--- src/rtl/tff_ctrl_pkg.sv ---
// Shared types for the toggle-cell sequencer: command opcodes and FSM states.
package tff_ctrl_pkg;

  // Command opcodes as carried on cmd_op
  typedef enum logic [1:0] {
    OP_UP    = 2'b00,
    OP_DOWN  = 2'b01,
    OP_LOAD  = 2'b10,
    OP_CLEAR = 2'b11
  } op_e;

  // Controller states
  typedef enum logic [1:0] {
    IDLE = 2'd0,
    RUN  = 2'd1,
    DONE = 2'd2
  } state_e;

  // Up/down commands consume a step count; load/clear complete in one RUN cycle
  function automatic logic is_step_op(input op_e op);
    return (op == OP_UP) || (op == OP_DOWN);
  endfunction

endpackage

--- src/rtl/tff_bank.sv ---
// Bank of WIDTH T-flip-flop cells. Each cell flips when its toggle input is
// high; a low clr_n at a clock edge forces every cell to 0.
module tff_bank #(
  parameter int WIDTH = 8
) (
  input  logic             clk,
  input  logic             clr_n,
  input  logic [WIDTH-1:0] t_vec,
  output logic [WIDTH-1:0] q
);

  logic [WIDTH-1:0] q_reg;

  genvar gi;
  generate
    for (gi = 0; gi < WIDTH; gi++) begin : g_cell
      // One toggle cell: clear dominates, otherwise q ^= t
      always_ff @(posedge clk) begin
        if (!clr_n) begin
          q_reg[gi] <= 1'b0;
        end else begin
          q_reg[gi] <= q_reg[gi] ^ t_vec[gi];
        end
      end
    end
  endgenerate

  assign q = q_reg;

endmodule

--- src/rtl/tff_count_ctrl.sv ---
// Sequencer for a bank of toggle cells. Accepts up/down/load/clear commands on
// a valid/ready handshake, drives the per-bit toggle vector while in RUN, and
// pulses done for one cycle when the command completes.
module tff_count_ctrl
  import tff_ctrl_pkg::*;
#(
  parameter int WIDTH = 8
) (
  input  logic             clk,
  input  logic             rst_n,
  input  logic             cmd_valid,
  output logic             cmd_ready,
  input  logic [1:0]       cmd_op,
  input  logic [WIDTH-1:0] cmd_arg,
  input  logic             hold,
  output logic [WIDTH-1:0] t_vec,
  output logic [WIDTH-1:0] q,
  output logic             busy,
  output logic             done
);

  state_e           state_reg, state_next;
  op_e              op_reg, op_next;
  logic [WIDTH-1:0] arg_reg, arg_next;
  logic [WIDTH-1:0] remaining_reg, remaining_next;

  // Ripple-carry style toggle masks: a bit flips when all lower bits are
  // ones (counting up) or all lower bits are zeros (counting down).
  logic [WIDTH-1:0] up_t, dn_t;

  assign up_t[0] = 1'b1;
  assign dn_t[0] = 1'b1;

  genvar gi;
  generate
    for (gi = 1; gi < WIDTH; gi++) begin : g_carry
      assign up_t[gi] = up_t[gi-1] & q[gi-1];
      assign dn_t[gi] = dn_t[gi-1] & ~q[gi-1];
    end
  endgenerate

  // Toggle vector: only non-zero while RUN, not held, and work remains
  always_comb begin
    t_vec = '0;
    if (state_reg == RUN && !hold) begin
      case (op_reg)
        OP_UP:    if (remaining_reg != '0) t_vec = up_t;
        OP_DOWN:  if (remaining_reg != '0) t_vec = dn_t;
        OP_LOAD:  t_vec = q ^ arg_reg;
        OP_CLEAR: t_vec = q;
        default:  t_vec = '0;
      endcase
    end
  end

  // Next-state logic: command capture, step counting and completion
  always_comb begin
    state_next     = state_reg;
    op_next        = op_reg;
    arg_next       = arg_reg;
    remaining_next = remaining_reg;
    case (state_reg)
      IDLE: begin
        if (cmd_valid) begin
          op_next        = op_e'(cmd_op);
          arg_next       = cmd_arg;
          remaining_next = is_step_op(op_e'(cmd_op)) ? cmd_arg : '0;
          state_next     = RUN;
        end
      end
      RUN: begin
        if (!hold) begin
          if (is_step_op(op_reg) && remaining_reg != '0) begin
            remaining_next = remaining_reg - {{(WIDTH-1){1'b0}}, 1'b1};
          end else begin
            state_next = DONE;
          end
        end
      end
      DONE: begin
        state_next = IDLE;
      end
      default: begin
        state_next = IDLE;
      end
    endcase
  end

  // Controller registers; reset abandons any command in flight
  always_ff @(posedge clk) begin
    if (!rst_n) begin
      state_reg     <= IDLE;
      op_reg        <= OP_UP;
      arg_reg       <= '0;
      remaining_reg <= '0;
    end else begin
      state_reg     <= state_next;
      op_reg        <= op_next;
      arg_reg       <= arg_next;
      remaining_reg <= remaining_next;
    end
  end

  assign cmd_ready = (state_reg == IDLE);
  assign busy      = (state_reg == RUN) || (state_reg == DONE);
  assign done      = (state_reg == DONE);

  tff_bank #(
    .WIDTH (WIDTH)
  ) u_bank (
    .clk   (clk),
    .clr_n (rst_n),
    .t_vec (t_vec),
    .q     (q)
  );

endmodule

--- config.mk ---
export PLATFORM = sky130hd
export DESIGN_NAME = tff_count_ctrl
export DESIGN_NICKNAME = d
export VERILOG_FILES = /design/src/rtl/tff_ctrl_pkg.sv /design/src/rtl/tff_bank.sv /design/src/rtl/tff_count_ctrl.sv
export SDC_FILE = /design/constraint.sdc
export NUM_CORES = 1
export LEC_CHECK = 0
export BUFFER_PORTS_ARGS = -buffer_cell sky130_fd_sc_hd__buf_2
export CAP_MARGIN = 20
export CORE_MARGIN = 2
export CORE_UTILIZATION = 45
export CTS_BUF_LIST = sky130_fd_sc_hd__clkbuf_2
export DETAILED_ROUTE_END_ITERATION = 10
export PLACE_DENSITY = 0.69
export REMOVE_ABC_BUFFERS = 1
export SYNTH_ARGS = -nofsm -noshare
export SYNTH_HDL_FRONTEND = slang
export SYNTH_SLANG_ARGS = --single-unit
--- constraint.sdc ---
create_clock -name clk -period 3.31 [get_ports clk]
set_input_delay 0.4965 -clock clk [delete_from_list [all_inputs] [get_ports clk]]
set_output_delay 0.4965 -clock clk [all_outputs]
set_load 0.03 [all_outputs]
==> summary.md, run 1 <==
| Metric | Value |
|---|---|
| Status | `complete, no violations` |
| Initial antenna violation count | `0` |
| Reg2reg end | `remaining_reg[1]` |
| Clock power frac | `0.193` |
| Syn-to-layout area delta | `11.7%` |
| Grt total ovfl | `0` |
| Critical Path, Cell by Cell | `inv_1 -> ha_2 -> nand2b_1 -> a2111oi_0 -> o22a_1 -> buf_2` |
| Logic pwr share | `0.423` |
| R2r setup slk | `1.13 ns` |
| # resized after CTS | `0` |
| Sink Count | `28` |
| Wirelength per Cell | `13.6 microns` |
| Distinct cell type count of the synthesized netlist | `52` |
| Tcrit/Tclk final | `0.853` |
| Fraction of layout cells with a size suffix above 1 | `0.203` |
| TritonCTS clock tree | `done` |
| Ys Warns | `0` |
| Core Rows | `23` |
| Core Box Area | `3970 sq um` |
| Max H-tree Level | `1` |
| Commonest non-fill, non-tap cells in the layout | `48 x nand2_1, 32 x buf_2, 29 x a21oi_1` |
| Crit-path slowest cell | `ha_2` |
| EDFF count, synth | `0` |
| # nets final | `286` |
| Top_reg_cell synth | `dfxtp_1` |
| Die area | `4640 sq um` |
| DR vias | `1750` |
| Final Setup Violations | `0` |
| CP peak stage delay | `0.40 ns` |
| Setup TNS | `0 ns` |
| Crit path capture type | `output pin` |
| Post-synthesis register bit count | `28` |
| Area of the multi-input gates | `1190 sq um` |
| # Max-Cap Violations | `0` |
| R2R depth | `7` |
| Post-route ant nets | `0` |
| Startpoint Class | `flip-flop` |
| Fill count | `396` |
| Internal Power | `0.649 mW` |
| Min-Delay Path Class | `in -> reg` |
| GRT Max-Usage Layer | `met2` |
| Max-slew violation count | `0` |
| GRT Util Overall | `0.194` |
| Clock skew | `0.0174 ns` |
| Clock transition at the registers of the reported paths | `0.28 ns` |
| N_diodes | `0` |
| Min-delay src | `cmd_op[0]` |
| DRT Wirelength | `4290 microns` |
| Max clock buf depth | `2` |
| Initial Utilization | `0.466` |
| Vias in the first global route | `1502` |
| Setup bufs post-CTS | `0` |
| FF+latch area | `561 sq um` |
| Peak supply drop | `0.255 mV` |
| Final min period | `2.82 ns` |
| Iter 0 DRT Violations | `114` |
| Net Sw Frac | `0.406` |
| LEAKAGE | `0.856 nW` |
| Largest net degree at the start of global routing | `22` |
| Post-CTS Hold Buffers | `0` |
| GPL Wtd Cong | `0.845` |
| CTS root buf | `clkbuf_2` |
| Synthesized area per cell | `7.65 sq um` |
| Largest fanout on the critical path | `21` |
| First-pass GRT wire length | `6950 microns` |
| Met2 Resource Use GR | `0.322` |
| I/O pin count | `33` |
| Psw | `0.443 mW` |
| Most common library cell in the layout ignoring fill and taps | `nand2_1` |
| Final Hold Vio Count | `0` |
| Data required, critical path | `2.81 ns` |
| Grt met3 use | `0.0197` |
| Cell Pwr Density | `528 nW/um^2` |
| Number of remaining DRC errors | `0` |
| Drt pass-1 iters | `4` |
| Achievable frequency | `354 MHz` |
| Met1 Use GR | `0.266` |
| Clock latency on the worst-skew pair | `0.38 ns` |
| FF-to-FF Start | `remaining_reg[0]` |
| Sequential element share of the synthesized area | `0.303` |
| Post-DP HPWL | `3130 microns` |
| CTS buffer count | `3` |
| PortBufs | `32` |
| Syn Std Cell Area | `1850 sq um` |
| Worst-Margin Slew | `0.685 ns` |
| Hold depth | `3` |
| Hold_ws | `0.314 ns` |
| DR vias/cell | `5.54` |
| Fraction of registers with async set or reset after synthesis | `0` |
| Vert. Die Dim | `68.1 microns` |
| Synth Instances | `242` |
| CP arrival | `2.33 ns` |
| Util after Layout | `0.520` |
| Worst Hold Path EP | `op_reg[0]` |
| CP Class | `reg -> out` |
| Slew headroom | `0.543` |
| Sequential share of power | `0.385` |
| RSZ-0062 raised after global routing | `no` |
| Chip Width | `68.1 microns` |
[per-stage QoR]
stage | setup slack, ns | instances | cell area [sq um] | power (mW)
after global routing | 0.277 | 316 | 2070 | 1.17
after detailed placement | 0.690 | 312 | 2020 | 0.885
after floorplan | 0.991 | 228 | 1780 | 0.775
final | 0.488 | 316 | 2070 | 1.09
after CTS | 0.213 | 316 | 2060 | 1.10
after global placement | 0.747 | 312 | 2020 | 0.877
[worst max-delay path, delay by kind of cell, from the launching register on]
family | cells | cell delay [ns]
AOI/OAI and AO/OA | 2 | 0.57
adders and majority gates | 1 | 0.40
buffers and inverters | 2 | 0.29
DFF | 1 | 0.37
and+or+nand+nor | 1 | 0.32
[cell type report]
class / instances / share of cell area
multi-input combinational: 191 / 0.576
clock buffer: 3 / 0.00726
timing repair buffer: 34 / 0.0847
tap: 50 / 0.0303
inverter: 9 / 0.0163
sequential: 28 / 0.271
clock inverter: 1 / 0.0145
[worst max path at each step]
stage | from | to | slack (ns) | depth (start not counted)
floorplan | u_bank.q[1] | t_vec[3] | 0.99 | 5
global placement | state_reg[1] | t_vec[1] | 0.75 | 6
detailed placement | state_reg[1] | t_vec[1] | 0.69 | 6
CTS | state_reg[1] | t_vec[1] | 0.21 | 6
global route | state_reg[1] | t_vec[1] | 0.28 | 6
finish | state_reg[1] | t_vec[1] | 0.49 | 6
[per-layer routing]
| metal | up-vias | part of all wire |
|---|---|---|
| li1 | 899 | - |
| met1 | 818 | 0.49 |
| met2 | 31 | 0.47 |
| met3 | 2 | 0.031 |
| met4 | 0 | 0.0068 |
| met5 | - | 0 |
[synth_stat cells, types with 3 or more instances]
cell type   n  area [sq um]
ha_1        5          62.6
xnor2_1     5          43.8
nor3_2      4          40.0
dfxtp_1    28           561
o32ai_1     4          35.0
a211oi_1    5          37.5
o21ai_1     3          15.0
nand2b_1   10          62.6
nor3_1      4          20.0
nor2_1     16          60.1
inv_1       9          33.8
nor2b_1     8          50.1
a21oi_1    29           145
nand2_1    48           180
buf_2       4          20.0
mux2i_1     5          50.1
clkbuf_1    8          30.0
[power by group through the flow]
stage / combinational [mW] / sequential, mW / clock (mW)
floorplan: 0.338 / 0.436 / 0
global placement: 0.452 / 0.425 / 0
detailed placement: 0.458 / 0.427 / 0
CTS: 0.460 / 0.420 / 0.220
global route: 0.513 / 0.427 / 0.226
finish: 0.462 / 0.420 / 0.210
[logic make-up (layout without fill, tap and decap cells)]
group	count (synthesis)	after routing	share of synthesized area
AOI/OAI and AO/OA	67	67	0.243
xor gates and xnor gates	7	7	0.0331
adders and majority gates	5	5	0.0338
buffers and inverters	23	47	0.0554
DFF	28	28	0.303
muxes	5	5	0.0270
and+or+nand+nor	107	107	0.305
(Power assumes the default switching activity.)
==> run 2: changes to the inputs <==
--- a/config.mk
+++ b/config.mk
@@ -8,10 +8,10 @@
 export BUFFER_PORTS_ARGS = -buffer_cell sky130_fd_sc_hd__buf_2
 export CAP_MARGIN = 20
 export CORE_MARGIN = 2
-export CORE_UTILIZATION = 45
+export CORE_UTILIZATION = 40
 export CTS_BUF_LIST = sky130_fd_sc_hd__clkbuf_2
 export DETAILED_ROUTE_END_ITERATION = 10
-export PLACE_DENSITY = 0.69
+export PLACE_DENSITY = 0.62
 export REMOVE_ABC_BUFFERS = 1
 export SYNTH_ARGS = -nofsm -noshare
 export SYNTH_HDL_FRONTEND = slang
==> constraint.sdc (replaced) <==
create_clock -name clk -period 2.76 [get_ports clk]
set_input_delay 0.414 -clock clk [delete_from_list [all_inputs] [get_ports clk]]
set_output_delay 0.414 -clock clk [all_outputs]
set_load 0.03 [all_outputs]
==> run 2 against run 1 <==
Core utilization fell by 4.3 points. Clock skew fell by 0.0036 ns. Combinational power rose by 24%. Global-route usage fell by 1.1 points. Non-clock buffer count rose by 4. Final cell count rose by 1.9%. Critical path depth did not move. Sequential share of layout area fell by 0.50 points. Power rose by 23%. Via count rose by 1.3%. Sequential power rose by 21%. Critical endpoint is now t_vec[3].
==> summary.md, run 2 (synthesized netlist as in run 1, its figures left out) <==
| Metric | Value |
|---|---|
| Status | `complete, no violations` |
| Most common library cell in the layout ignoring fill and taps | `nand2_1` |
| Vias in the first global route | `1599 (+6.5%)` |
| I/O pin count | `33 (unchanged)` |
| Peak supply drop | `0.414 mV (+62%)` |
| Clock latency on the worst-skew pair | `0.40 ns (+0.02 ns)` |
| Post-DP HPWL | `3270 microns (+4.5%)` |
| Largest fanout on the critical path | `8 (-62%)` |
| Final Setup Violations | `0 (unchanged)` |
| RSZ-0062 raised after global routing | `no` |
| Initial Utilization | `0.419 (-0.0468)` |
| Hold depth | `3 (unchanged)` |
| Startpoint Class | `flip-flop` |
| # Max-Cap Violations | `0 (unchanged)` |
| Top cell by count, worst path | `nor2_1` |
| R2R depth | `5 (-2)` |
| Fraction of layout cells with a size suffix above 1 | `0.215 (+0.0118)` |
| First-pass GRT wire length | `7550 microns (+8.6%)` |
| Clock skew | `0.0138 ns (-0.00364 ns)` |
| GRT Util Overall | `0.183 (-0.0108)` |
| CP bufs+invs | `1 (-1)` |
| Number of remaining DRC errors | `0 (unchanged)` |
| Syn-to-layout area delta | `13.8%` |
| Setup TNS | `0 ns (unchanged)` |
| Core Rows | `24 (+4.3%)` |
| DR vias/cell | `5.51 (-0.57%)` |
| CP Class | `reg -> out` |
| FF-to-FF Start | `remaining_reg[3]` |
| Min-Delay Path Class | `in -> reg` |
| CTS root buf | `clkbuf_2` |
| Worst-Margin Slew | `0.559 ns (-0.126 ns)` |
| Achievable frequency | `384 MHz` |
| LEAKAGE | `0.879 nW (+2.6%)` |
| Largest net degree at the start of global routing | `21 (-4.5%)` |
| Max-slew violation count | `0 (unchanged)` |
| Crit-path slowest cell | `nor4_4` |
| CP delay by family, top | `simple AND/OR/NAND/NOR gates` |
| Core Box Area | `4410 sq um (+11%)` |
| FF+latch area | `561 sq um (unchanged)` |
| Data required, critical path | `2.35 ns (-0.46 ns)` |
| Setup bufs post-CTS | `0 (unchanged)` |
| CP peak stage delay | `0.55 ns (+0.15 ns)` |
| Grt total ovfl | `0 (unchanged)` |
| Wirelength per Cell | `13.8 microns (+1.8%)` |
| Critical Path, Cell by Cell | `nor4_4 -> nand2_1 -> a22o_1 -> nor2_1 -> nor2_1 -> buf_2` |
| CTS buffer count | `3 (unchanged)` |
| TritonCTS clock tree | `done` |
| Final min period | `2.61 ns` |
| Max clock buf depth | `2 (unchanged)` |
| Fill count | `453 (+14%)` |
| Commonest non-fill, non-tap cells in the layout | `48 x nand2_1, 32 x buf_2, 29 x a21oi_1` |
| Post-CTS Hold Buffers | `0 (unchanged)` |
| Vert. Die Dim | `72.0 microns (+5.7%)` |
| Area of the multi-input gates | `1200 sq um (+0.53%)` |
| N_diodes | `0 (unchanged)` |
| Sink Count | `28 (unchanged)` |
| DR vias | `1773 (+1.3%)` |
| CP arrival | `2.19 ns (-0.14 ns)` |
| Reg2reg end | `remaining_reg[1]` |
| GPL Wtd Cong | `0.841 (-0.43%)` |
| Slew headroom | `0.625 (+0.0817)` |
| Min-delay src | `cmd_arg[0]` |
| # nets final | `290 (+1.4%)` |
| R2r setup slk | `0.69 ns (-0.44 ns)` |
| Tcrit/Tclk final | `0.945` |
| Die area | `5190 sq um (+12%)` |
| Drt pass-1 iters | `4 (unchanged)` |
| Clock transition at the registers of the reported paths | `0.30 ns (+0.02 ns)` |
| Cell Pwr Density | `638 nW/um^2 (+21%)` |
| DRT Wirelength | `4450 microns (+3.8%)` |
| Pwr Total | `1.34 mW (+23%)` |
| Initial antenna violation count | `0 (unchanged)` |
| Final Hold Vio Count | `0 (unchanged)` |
| Worst Hold Path EP | `arg_reg[0]` |
| Crit path capture type | `output pin` |
| Iter 0 DRT Violations | `87 (-24%)` |
| PortBufs | `32 (unchanged)` |
| # resized after CTS | `0 (unchanged)` |
| Max H-tree Level | `1 (unchanged)` |
| Post-route ant nets | `0 (unchanged)` |
| Chip Width | `72.0 microns (+5.7%)` |
## run 2: how the worst max path moves through the flow
stage	end	slack (ns)	startpoint	depth (start not counted)
floorplan	t_vec[3]	0.52	u_bank.q[1]	5
global placement	t_vec[3]	0.61	remaining_reg[0]	8
detailed placement	t_vec[3]	0.58	remaining_reg[0]	8
CTS	t_vec[3]	0.06	remaining_reg[0]	8
global route	t_vec[4]	0.001	u_bank.q[1]	5
finish	t_vec[3]	0.15	remaining_reg[3]	6
## run 2: worst min-delay path: stages
cell and delay (ns):
buf_2 0.10, nand2_1 0.05, a21oi_1 0.05
## run 2: where the power goes
part	switching (mW)	internal (mW)
clock network	0.140	0.124
registers	0.0552	0.452
logic	0.356	0.216
total	0.551	0.792
## run 2: stage by stage
step	instance area, sq um	setup WS, ns	cells	hold slack, ns	util
6_report	2110	0.153	322	0.201	0.477
5_1_grt	2110	0.00135	322	0.168	0.477
4_1_cts	2100	0.0587	322	0.182	0.475
3_5_place_dp	2050	0.579	318	0.449	0.465
3_3_place_gp	2050	0.612	318	0.444	0.465
2_1_floorplan	1780	0.524	228	0.432	-
## run 2: cell type report
cell class / count / share of cell area
sequential: 28 / 0.266
multi-input combinational: 191 / 0.568
clock buffer: 3 / 0.00713
tap: 52 / 0.0309
clock inverter: 1 / 0.0143
inverter: 9 / 0.0160
timing repair buffer: 38 / 0.0974
## run 2: layer usage
metal / GRT usage / routed length (microns)
met1: 0.249 / 2180
met2: 0.303 / 2050
met3: 0.0347 / 199
met4: 0.0377 / 23
met5: 0 / 0
